[config.mk]
export PLATFORM = sky130hd
export DESIGN_NAME = mem_port_arbiter
export DESIGN_NICKNAME = d
export VERILOG_FILES = /design/src/rtl/arb_pkg.sv /design/src/rtl/rr_pick.sv /design/src/rtl/mem_port_arbiter.sv
export SDC_FILE = /design/constraint.sdc
export NUM_CORES = 1
export LEC_CHECK = 0
export ABC_AREA = 0
export CORE_ASPECT_RATIO = 0.5
export CORE_MARGIN = 8
export CORE_UTILIZATION = 24
export DETAILED_ROUTE_END_ITERATION = 10
export MAX_ROUTING_LAYER = met4
export PLACE_DENSITY = 0.84
export SYNTH_ARGS = -nofsm -noshare
export SYNTH_HDL_FRONTEND = slang
export SYNTH_SLANG_ARGS = --single-unit
export TNS_END_PERCENT = 100
[constraint.sdc]
create_clock -name clk -period 3.45 [get_ports clk]
set_input_delay 0.69 -clock clk [delete_from_list [all_inputs] [get_ports clk]]
set_output_delay 0.69 -clock clk [all_outputs]
set_load 0.005 [all_outputs]
[src/rtl/arb_pkg.sv]
// Shared types and constants for the memory-port arbiters.
package arb_pkg;

   typedef enum logic [1:0] {
      IDLE  = 2'd0,
      LOCK0 = 2'd1,
      LOCK1 = 2'd2
   } arb_state_e;

   localparam logic REQ_CORE = 1'b0;
   localparam logic REQ_DMA  = 1'b1;

   localparam int MAX_HOLD_DEFAULT = 16;

endpackage

[src/rtl/rr_pick.sv]
// Two-way round-robin pick with lock priority and forced release on hold expiry.
module rr_pick
   import arb_pkg::*;
(
   input  logic [1:0]  req_i,
   input  logic        last_i,
   input  arb_state_e  state_i,
   input  logic        hold_exp_i,
   output logic [1:0]  gnt_o
);

   always_comb begin
      gnt_o = 2'b00;
      case (state_i)
         LOCK0: begin
            if (req_i[0] && !(hold_exp_i && req_i[1]))
               gnt_o = 2'b01;
            else if (req_i[1])
               gnt_o = 2'b10;
         end
         LOCK1: begin
            if (req_i[1] && !(hold_exp_i && req_i[0]))
               gnt_o = 2'b10;
            else if (req_i[0])
               gnt_o = 2'b01;
         end
         default: begin
            // On a tie the requester that did not win last time goes first.
            if (req_i == 2'b11)
               gnt_o = (last_i == REQ_CORE) ? 2'b10 : 2'b01;
            else
               gnt_o = req_i;
         end
      endcase
   end

endmodule

[src/rtl/mem_port_arbiter.sv]
// Round-robin arbiter sharing one memory port between core and DMA, with bounded bus lock.
// Define ARB_PERF_COUNTERS_EN to add grant/wait performance counters.
module mem_port_arbiter
   import arb_pkg::*;
#(
   parameter int ADDR_W   = 32,
   parameter int DATA_W   = 32,
   parameter int MAX_HOLD = MAX_HOLD_DEFAULT
) (
   input  logic              clk,
   input  logic              resetn,
   input  logic              m0_req,
   input  logic              m0_we,
   input  logic              m0_lock,
   input  logic [ADDR_W-1:0] m0_addr,
   input  logic [DATA_W-1:0] m0_wdata,
   output logic              m0_gnt,
   output logic              m0_rvalid,
   output logic [DATA_W-1:0] m0_rdata,
   input  logic              m1_req,
   input  logic              m1_we,
   input  logic              m1_lock,
   input  logic [ADDR_W-1:0] m1_addr,
   input  logic [DATA_W-1:0] m1_wdata,
   output logic              m1_gnt,
   output logic              m1_rvalid,
   output logic [DATA_W-1:0] m1_rdata,
   output logic              mem_en,
   output logic              mem_we,
   output logic [ADDR_W-1:0] mem_addr,
   output logic [DATA_W-1:0] mem_wdata,
   input  logic [DATA_W-1:0] mem_rdata
`ifdef ARB_PERF_COUNTERS_EN
   ,
   output logic [31:0]       perf_gnt0,
   output logic [31:0]       perf_gnt1,
   output logic [31:0]       perf_wait1
`endif
);

   localparam logic [7:0] HOLD_MAX = 8'(MAX_HOLD);

   arb_state_e  state_q, state_d;
   logic        last_q, last_d;
   logic [7:0]  hold_cnt_q, hold_cnt_d;
   logic        rd_pend_q, rd_pend_d;
   logic        rd_owner_q, rd_owner_d;

   logic [1:0]  req, lock, pick_gnt, gnt;
   logic        any_gnt, winner, win_lock, hold_exp, lock_owner;

   assign req        = {m1_req, m0_req};
   assign lock       = {m1_lock, m0_lock};
   assign hold_exp   = (hold_cnt_q >= HOLD_MAX);
   assign lock_owner = (state_q == LOCK1);

   rr_pick u_pick (
      .req_i      (req),
      .last_i     (last_q),
      .state_i    (state_q),
      .hold_exp_i (hold_exp),
      .gnt_o      (pick_gnt)
   );

   // Grants are combinational, so they must be masked while reset is held.
   assign gnt      = pick_gnt & {2{resetn}};
   assign any_gnt  = |gnt;
   assign winner   = gnt[1];
   assign win_lock = gnt[1] ? m1_lock : m0_lock;

   always_ff @(posedge clk or negedge resetn) begin
      if (!resetn) begin
         state_q    <= IDLE;
         last_q     <= 1'b1;
         hold_cnt_q <= '0;
         rd_pend_q  <= 1'b0;
         rd_owner_q <= REQ_CORE;
      end else begin
         state_q    <= state_d;
         last_q     <= last_d;
         hold_cnt_q <= hold_cnt_d;
         rd_pend_q  <= rd_pend_d;
         rd_owner_q <= rd_owner_d;
      end
   end

   always_comb begin
      state_d    = state_q;
      last_d     = last_q;
      hold_cnt_d = hold_cnt_q;
      rd_pend_d  = 1'b0;
      rd_owner_d = rd_owner_q;
      if (any_gnt) begin
         last_d = winner;
         if (!mem_we) begin
            rd_pend_d  = 1'b1;
            rd_owner_d = winner;
         end
      end
      case (state_q)
         IDLE: begin
            if (any_gnt && win_lock) begin
               state_d    = winner ? LOCK1 : LOCK0;
               hold_cnt_d = 8'd1;
            end
         end
         LOCK0, LOCK1: begin
            if (gnt[lock_owner]) begin
               // Hold time only accrues while the other side is kept waiting.
               if (req[!lock_owner] && hold_cnt_q < HOLD_MAX)
                  hold_cnt_d = hold_cnt_q + 8'd1;
               if (!lock[lock_owner]) begin
                  state_d    = IDLE;
                  hold_cnt_d = '0;
               end
            end else if (any_gnt && win_lock) begin
               state_d    = winner ? LOCK1 : LOCK0;
               hold_cnt_d = 8'd1;
            end else begin
               state_d    = IDLE;
               hold_cnt_d = '0;
            end
         end
         default: begin
            state_d    = IDLE;
            hold_cnt_d = '0;
         end
      endcase
   end

   always_comb begin
      m0_gnt    = gnt[0];
      m1_gnt    = gnt[1];
      mem_en    = any_gnt;
      mem_we    = (gnt[0] & m0_we) | (gnt[1] & m1_we);
      mem_addr  = gnt[0] ? m0_addr  : (gnt[1] ? m1_addr  : '0);
      mem_wdata = gnt[0] ? m0_wdata : (gnt[1] ? m1_wdata : '0);
      m0_rvalid = rd_pend_q & (rd_owner_q == REQ_CORE);
      m1_rvalid = rd_pend_q & (rd_owner_q == REQ_DMA);
      m0_rdata  = m0_rvalid ? mem_rdata : '0;
      m1_rdata  = m1_rvalid ? mem_rdata : '0;
   end

`ifdef ARB_PERF_COUNTERS_EN
   logic [31:0] perf_gnt0_q, perf_gnt1_q, perf_wait1_q;

   always_ff @(posedge clk or negedge resetn) begin
      if (!resetn) begin
         perf_gnt0_q  <= '0;
         perf_gnt1_q  <= '0;
         perf_wait1_q <= '0;
      end else begin
         if (gnt[0])
            perf_gnt0_q <= perf_gnt0_q + 32'd1;
         if (gnt[1])
            perf_gnt1_q <= perf_gnt1_q + 32'd1;
         if (m1_req && !gnt[1])
            perf_wait1_q <= perf_wait1_q + 32'd1;
      end
   end

   assign perf_gnt0  = perf_gnt0_q;
   assign perf_gnt1  = perf_gnt1_q;
   assign perf_wait1 = perf_wait1_q;
`endif

endmodule

# [Yosys cells after proc, flatten, opt, wreduce, memory -nomap -nowiden]
# Cells that the tools add are included.
[word_totals] regBits=13 output_inout_bits=134 word_cells=73
[op_classes] n_addsub=1 magnitude_cmp=4 n_eq_ne=6 n_mux=34 bitwise_logic=8 reduce_logical=15
[op_table] cell="two-way mux 32 bit" n=6
[op_table] cell="two-way mux 8 bit" n=4
[op_table] cell="two-way mux 2 bit" n=10
[op_table] cell="case mux 8 bit (2 select lines)" n=1
[op_table] cell="two-way mux 1 bit" n=11
[op_table] cell="adder 8 x 1 -> 8 bit, second input constant" n=1
[op_table] cell="greater-or-equal comparator 8 x 5 -> 1 bit, second input constant" n=1
[op_table] cell="< comparator 8 x 5 -> 1 bit, second input constant" n=1
[op_table] cell="case mux 2 bit (2 select lines)" n=2
[op_table] cell="logical AND 1 bit" n=6
[op_table] cell="AND reduction 2 bit" n=3
[op_table] cell="bitwise AND 1 bit" n=4
[op_table] cell="== test 2 bit, second input constant" n=2
[op_table] cell="< comparator 1 x 2 -> 1 bit, second input constant" n=2
[op_table] cell="!= test 4 bit, second input constant" n=1
[op_table] cell="OR reduction 2 bit" n=2
[op_table] cell="logical NOT 1 bit" n=3
[op_table] cell="!= test 3 bit, second input constant" n=1
[op_table] cell="bitwise AND 2 bit" n=1
[op_table] cell="== test 2 x 1 -> 1 bit, second input constant" n=1
[op_table] cell="logical NOT 2 bit" n=1
[op_table] cell="!= test 2 bit, second input constant" n=1
[op_table] cell="inverter 1 bit" n=2
[op_table] cell="OR 1 bit" n=1

# [Logic depth before layout (Yosys ltp)]
# Gate-level depths: netlist (run 1).
[logic_depth] depth_word=12 depth_mapped=10 depth_no_buf=9

# [Hierarchy]
# From an unflattened synthesis (run 1), not the netlist that was laid out.
[unflattened] hier_cells=251 area_unflattened_um2=1963.1
[by_module_without_submodules] module="mem_port_arbiter" n_inst=1 cells_per_inst=235 area_per_inst_um2=1858.0 seq_area_each_um2=326.6
[by_module_without_submodules] module="rr_pick" n_inst=1 cells_per_inst=16 area_per_inst_um2=105.1 seq_area_each_um2=0.0

# [Worst setup path after synthesis (run 1)]
# OpenSTA, ideal clock, no wires.
[synth_timing] path_kind="register to output" start="register state_q[0]" end="output port mem_addr[10]" arrival_ns=2.206 path_slack_ns=0.554 path_stages_with_launch=10 n_path_buf=2 path_cell_list="dfrtp_1 -> inv_1 -> ha_1 -> buf_4 -> or3b_2 -> nand4_1 -> nor2_4 -> nor2_2 -> buf_2 -> a22o_1"
[synth_between] elab_chain_cells=5
[synth_lines] element="start: declaration" line_no="mem_port_arbiter.sv:43" text="arb_state_e state_q, state_d;"
[synth_lines] element="start signal: assignment" line_no="mem_port_arbiter.sv:79" text="state_q <= state_d;"
[synth_lines] element="== test 2 bit or == test 2 x 1 -> 1 bit (tied branches)" line_no="rr_pick.sv:14" text="case (state_i)"
[synth_lines] element="case mux 2 bit (2 select lines) *" line_no="rr_pick.sv:14"
[synth_lines] element="bitwise AND 2 bit *" line_no="mem_port_arbiter.sv:66" text="assign gnt = pick_gnt & {2{resetn}};"
[synth_lines] element="two-way mux 32 bit" line_no="mem_port_arbiter.sv:136" text="mem_addr = gnt[0] ? m0_addr : (gnt[1] ? m1_addr : '0);"
[synth_lines] element="two-way mux 32 bit *" line_no="mem_port_arbiter.sv:136"
[synth_lines] element="end: declaration" line_no="mem_port_arbiter.sv:30" text="output logic [ADDR_W-1:0] mem_addr,"
# Mark *: on every way between the ends. The rest lies on a longest branch, timed or not.

# [Worst setup path in the final report (run 1)]
[layout_timing] start="input port m0_req" end="output port mem_wdata[23]"
[layout_between] elab_chain_cells=8
[layout_lines] element="start: declaration" line_no="mem_port_arbiter.sv:12" text="input logic m0_req,"
[layout_lines] element="logical AND 1 bit" line_no="rr_pick.sv:22" text="if (req_i[1] && !(hold_exp_i && req_i[0]))"
[layout_lines] element="logical NOT 1 bit" line_no="rr_pick.sv:22"
[layout_lines] element="logical AND 1 bit" line_no="rr_pick.sv:22"
[layout_lines] element="two-way mux 2 bit" line_no="rr_pick.sv:22"
[layout_lines] element="case mux 2 bit (2 select lines) *" line_no="rr_pick.sv:14"
[layout_lines] element="bitwise AND 2 bit *" line_no="mem_port_arbiter.sv:66"
[layout_lines] element="two-way mux 32 bit" line_no="mem_port_arbiter.sv:137" text="mem_wdata = gnt[0] ? m0_wdata : (gnt[1] ? m1_wdata : '0);"
[layout_lines] element="two-way mux 32 bit *" line_no="mem_port_arbiter.sv:137"
[layout_lines] element="end: declaration" line_no="mem_port_arbiter.sv:31" text="output logic [DATA_W-1:0] mem_wdata,"
# Marked as above.

==> impl_metrics.tcl, run 1 <==
set metrics [dict create \
    cap_violations 0 \
    clk_latency_ns 0.24 \
    synth_area_mm2 0.00200 \
    totalWireLength_um 15300 \
    fin_util_pct 66.9 \
    finalNetCount 732 \
    ys_async_sr_fraction_pct 100 \
    min_period_over_period_pct 97.0 \
    ir_drop_uv 235 \
    setup.worst_path.class "primary input to output pin" \
    start_util_pct 24.9 \
    vias 3349 \
    drcViolationCount 0 \
    rr_endpoint "state_q[1]" \
    ios 302 \
    fin_skew_ns 0.00105 \
    rsz0062_at_grt "no" \
    hold_violations 0 \
    syn_area_per_cell_um2 8.16 \
    first_global_vias 3403 \
    whs_ns 0.506 \
    whs_endpoint "last_q" \
    drive_gt1_share_pct 11.0 \
    max_slew_margin_pct 66.8 \
    rr_startpoint "state_q[1]" \
    final_max_slew_viol_count 0 \
    antenna_found_initial 1 \
    vias_per_cell 5.00 \
    grtUsageTotal_pct 24.0 \
    power.total_mw 2.55 \
    area.growth.synth_to_final_pct 169 \
    h-tree-depth 1 \
    ant_nets 0 \
    period_needed_ns 3.35 \
    syn_inst 245 \
    pre_cts_slack_ns -0.235 \
    overflow 0 \
    cts-root-buf "clkbuf_16" \
    cp_data_required_time_ns 2.76 \
    cts_made_buffers 3 \
    cp-end-kind "output pin" \
    place_inst 657 \
    hold_class "register to register" \
    die_h_um 80.5 \
    synth_edf_count 0 \
    synth_ff_type "dfrtp_1" \
    tightest_slew_ns 0.494 \
    worstPathArrival_ns 2.66 \
    rows 23 \
    fmax_mhz 299 \
    clock_sink_count 13 \
    crit_path_start_kind "primary input" \
    ys_ff_latch 13 \
    status "complete, no violations" \
    hold_start "last_q" \
    fin_cells 670 \
    hold_depth 2 \
    drt_iter0_markers 239 \
    yosysSeqAreaShare_pct 16.3 \
    grt_pass1_wl_um 21300 \
    setup_viol 0 \
    fillers 630 \
    clock_path_buffers 2 \
    p_leak_nw 2.57 \
    worstPathMaxFanout 6 \
    gp_congestion 0.935 \
    cts_tree "done" \
    r2r_cells 12 \
    hold_buffers 0 \
    layout_setup_ws_ns 0.103 \
    path_clk_slew_ns 0.05 \
    wl_per_cell_um 22.8 \
    die_area_mm2 0.0117 \
    layout_commonest_cell "clkdlybuf4s50_1" \
    core_area_mm2 0.00803 \
    io_buffers 301 \
    firstDrtPassIters 4 \
    layout_common_cells "clkdlybuf4s50_1, a22o_1, dlygate4sd2_1" \
    die_w_um 145 \
    dp_hpwl_um 12700 \
    ys_warn_count 0 \
    reg2reg_setup_slack_ns 0.66 \
    grt_max_degree 49 \
    syn_nets 419 \
    synth_cell_types 42 \
    p_per_area_mw_per_mm2 476 \
]
[timing repair]
| action | 4_1_cts | 5_1_grt |
|---|---|---|
| pin swaps | 1 | 2 |
| gates resized for setup | 60 | 52 |
| setup buffers | 0 | 6 |
| gates cloned | 0 | 2 |
| endpoints found under the setup margin | 65 | 25 |
[metrics by stage]
step                cell area (um2)  setup TNS [ns]
floorplan                      2000               0
global placement               5240           -9.20
detailed placement             5240           -9.92
CTS                            5260           -1.03
global route                   5370               0
finish                         5370               0
[final cells by class]
type	instances	area (um2)	share of cell area, %
well taps	112	140	2.61
flip-flops and latches	13	327	6.08
diodes	1	2.50	0.0466
inverters	7	28.8	0.536
repair buffers	331	3250	60.4
multi-input cells	202	1550	28.8
clock buffers	4	78.8	1.47
[critical path: stages]
cell	delay (ns)
clkdlybuf4s50_1	0.53
nand2_1	0.10
nor3b_1	0.30
a211o_4	0.17
nor2_4	0.05
buf_12	0.13
buf_8	0.12
buf_4	0.13
a22o_1	0.16
dlygate4sd2_1	0.27
[worst max path at each step]
| stage | start | endpoint | slack, ns | cells after the start |
|---|---|---|---|---|
| after CTS | m1_req | mem_addr[14] | -0.17 | 8 |
| after global routing | state_q[1] | mem_wdata[29] | 0.01 | 11 |
| final | m0_req | mem_wdata[23] | 0.10 | 10 |
| after global placement | m1_req | mem_addr[16] | -0.22 | 8 |
| after floorplan | state_q[0] | mem_addr[10] | 0.55 | 9 |
| after detailed placement | m1_req | mem_addr[16] | -0.23 | 8 |
[cells in the mapped netlist (all sizes together), types with 4 or more instances]
cell / count / share of area (%)
and2: 37 / 12
nand2: 9 / 1.7
nand3: 6 / 1.5
clkbuf: 10 / 1.9
a22o: 66 / 29
buf: 13 / 3.4
o21ai: 7 / 1.8
inv: 7 / 1.4
and3: 32 / 10
ha: 6 / 3.8
dfrtp: 12 / 15
o31ai: 4 / 1.5
[report_power, final]
| part | switching [mW] | leakage [nW] | total [mW] | internal, mW |
|---|---|---|---|---|
| sequential | 0.0298 | 0.170 | 0.224 | 0.194 |
| clock | 0.0650 | 0.0382 | 0.221 | 0.156 |
| combinational | 0.924 | 2.37 | 2.11 | 1.19 |
[state kept, by name (all words and copies together) (netlist names)]
name        flops
last_q          1
state_q         2
rd_owner_q      1
hold_cnt_q      8
rd_pend_q       1
[logic make-up after synthesis]
family / Yosys count / share of synthesized area, %
adder cells (fa/ha/maj): 6 / 3.76
buffers and inverters: 30 / 6.70
AO/OA/AOI/OAI: 91 / 39.3
multiplexers: 4 / 2.07
flip-flops: 13 / 16.3
AND/OR/NAND/NOR: 101 / 31.8
[layer usage]
metal	up-vias	track usage (%)	share of wire (%)
met5	-	-	0
li1	1573	-	-
met2	195	41.4	50
met3	28	6.50	7.8
met4	0	6.76	2.4
met1	1553	27.3	40
Note: power is estimated with default switching activity, not from simulation.
==> run 2: changes to the inputs <==
--- a/config.mk
+++ b/config.mk
@@ -11,7 +11,8 @@
 export CORE_UTILIZATION = 24
 export DETAILED_ROUTE_END_ITERATION = 10
 export MAX_ROUTING_LAYER = met4
-export PLACE_DENSITY = 0.84
+export PLACE_DENSITY_LB_ADDON = 0.12
+export SETUP_SLACK_MARGIN = 0.4
 export SYNTH_ARGS = -nofsm -noshare
 export SYNTH_HDL_FRONTEND = slang
 export SYNTH_SLANG_ARGS = --single-unit
==> constraint.sdc (replaced) <==
create_clock -name clk -period 3.45 [get_ports clk]
set_input_delay 0.345 -clock clk [delete_from_list [all_inputs] [get_ports clk]]
set_output_delay 0.345 -clock clk [all_outputs]
set_load 0.005 [all_outputs]
==> impl_metrics.tcl, run 2 (synthesis gave the netlist of run 1 again) <==
set metrics [dict create \
    grtUsageTotal_pct 21.2 \
    grt_max_degree 69 \
    place_inst 644 \
    power.total_mw 2.54 \
    ir_drop_uv 270 \
    vias_per_cell 4.72 \
    drcViolationCount 0 \
    wl_per_cell_um 19.8 \
    fin_util_pct 66.9 \
    ios 302 \
    fin_skew_ns 0.00438 \
    hold_violations 0 \
    rsz0062_at_grt "yes" \
    gp_congestion 0.850 \
    seq_area_um2 327 \
    io_buffers 301 \
    die_w_um 145 \
    start_util_pct 24.9 \
    multi_input_area_mm2 0.00156 \
    max_slew_margin_pct 65.9 \
    status "complete, no violations" \
    crit_path_start_kind "register" \
    first_global_vias 3261 \
    h-tree-depth 1 \
    cts_tree "done" \
    layout_commonest_cell "clkdlybuf4s50_1" \
    grt_pass1_wl_um 19100 \
    fin_setup_tns_ns 0 \
    antenna_found_initial 1 \
    tightest_slew_ns 0.508 \
    min_period_over_period_pct 87.7 \
    firstDrtPassIters 4 \
    cp-end-kind "output pin" \
    path_delay_family "buffers and inverters" \
    drive_gt1_share_pct 8.53 \
    crit_buf_inv 3 \
    fillers 722 \
    fin_cells 664 \
    hold_buffers 0 \
    cts_made_buffers 3 \
    setup.worst_path.class "register to output pin" \
    layout_common_cells "clkdlybuf4s50_1, a22o_1, dlygate4sd2_1" \
    worstPathMaxFanout 68 \
    area.growth.synth_to_final_pct 169 \
    period_needed_ns 3.03 \
    finalNetCount 726 \
    die_area_mm2 0.0117 \
    hold_class "register to register" \
    final_max_slew_viol_count 0 \
    cts-root-buf "clkbuf_16" \
    slowest_delay_ns 0.48 \
    core_area_mm2 0.00803 \
    dp_hpwl_um 10700 \
    drt_iter0_markers 165 \
    rows 23 \
    worstPathArrival_ns 2.68 \
    die_h_um 80.5 \
    p_per_area_mw_per_mm2 472 \
    clock_sink_count 13 \
    fmax_mhz 330 \
    top_register "hold_cnt_q" \
    overflow 0 \
    vias 3136 \
    totalWireLength_um 13100 \
    cap_violations 0 \
    setup_viol 0 \
    largest_reg_flops 8 \
    clk_latency_ns 0.24 \
    path_clk_slew_ns 0.05 \
    p_leak_nw 2.49 \
    top_regs "hold_cnt_q: 8 flops, state_q: 2 flops" \
    cp_cell_sequence "inv_2, ha_4, or3b_2, nand4_1, nor2_4, buf_12, a22o_1, clkdlybuf4s50_1" \
    slowest_stage "or3b_2" \
    ant_nets 0 \
    clock_path_buffers 2 \
    cp_data_required_time_ns 3.11 \
]
## run 2: cell types whose count changed in the layout (fill, tap and decap cells not counted), sizes merged
cell	previous run	this run
dlygate4sd2	38	56
clkdlybuf4s15	6	4
clkdlybuf4s50	233	236
dlymetal6s2s	10	2
clkbuf	20	8
buf	28	23
## run 2: area by class of cell
cell class / instances / share of cell area, %
Clock buffer: 4 / 1.47
Tap cell: 112 / 2.61
Multi-Input combinational cell: 202 / 29.0
Sequential cell: 13 / 6.08
Timing Repair Buffer: 325 / 60.3
Antenna cell: 1 / 0.0466
Inverter: 7 / 0.536
## run 2: what timing repair did
item / in CTS / in global routing
buffers inserted: 9 / 2
pin swaps: 3 / 3
endpoints found under the hold margin: 0 / 0
gates cloned: 3 / 1
resized for setup: 72 / 17
setup endpoints to repair: 66 / 34
## run 2: metal layers
metal,vias to the layer above,wire length [um],global-route usage [%]
met2,143,7020,41.6
li1,1563,-,-
met4,0,104,3.33
met3,10,1160,7.34
met1,1420,4860,20.4
met5,-,0,-
## run 2: through the flow
step / cell area (um2) / hold WS [ns] / setup slack [ns]
floorplan: 2000 / 0.0494 / 0.899
global route: 5370 / 0.529 / 0.330
global placement: 5130 / 0.487 / 0.228
detailed placement: 5130 / 0.481 / 0.191
finish: 5370 / 0.491 / 0.424
CTS: 5310 / 0.493 / 0.310
## run 2: worst register-to-register path: stages, from the launching register on
cell and delay, ns:
dfrtp_1 0.40, buf_4 0.15, ha_2 0.21, or3b_4 0.43, o2111ai_2 0.12, a211o_4 0.16, buf_4 0.16, inv_4 0.07
a41o_2 0.34, or2_4 0.28, o31ai_1 0.25
## run 2: worst paths after layout
check                           startpoint            end  slack, ns  cells past startpoint
worst min register to register      last_q         last_q       0.49                      2
min in group asynchronous           resetn         last_q       0.57                      1
worst max-delay path            state_q[1]         mem_we       0.42                      8
max in group asynchronous           resetn  hold_cnt_q[6]       2.65                      2
worst min-delay path                last_q         last_q       0.49                      2
worst max register to register  state_q[1]     state_q[0]       0.80                     10
## run 2: report_power, final
group,switching [mW],leakage (nW),internal [mW]
combinational,0.895,2.28,1.20
sequential,0.0256,0.170,0.193
clock,0.0638,0.0382,0.156
total,0.984,2.49,1.55
==> run 3: changes to the inputs <==
--- a/config.mk
+++ b/config.mk
@@ -6,6 +6,7 @@
 export NUM_CORES = 1
 export LEC_CHECK = 0
 export ABC_AREA = 0
+export CAP_MARGIN = 20
 export CORE_ASPECT_RATIO = 0.5
 export CORE_MARGIN = 8
 export CORE_UTILIZATION = 24
==> results of run 3 <==
No change in the layout: final DEF, timing and power equal those of run 2.
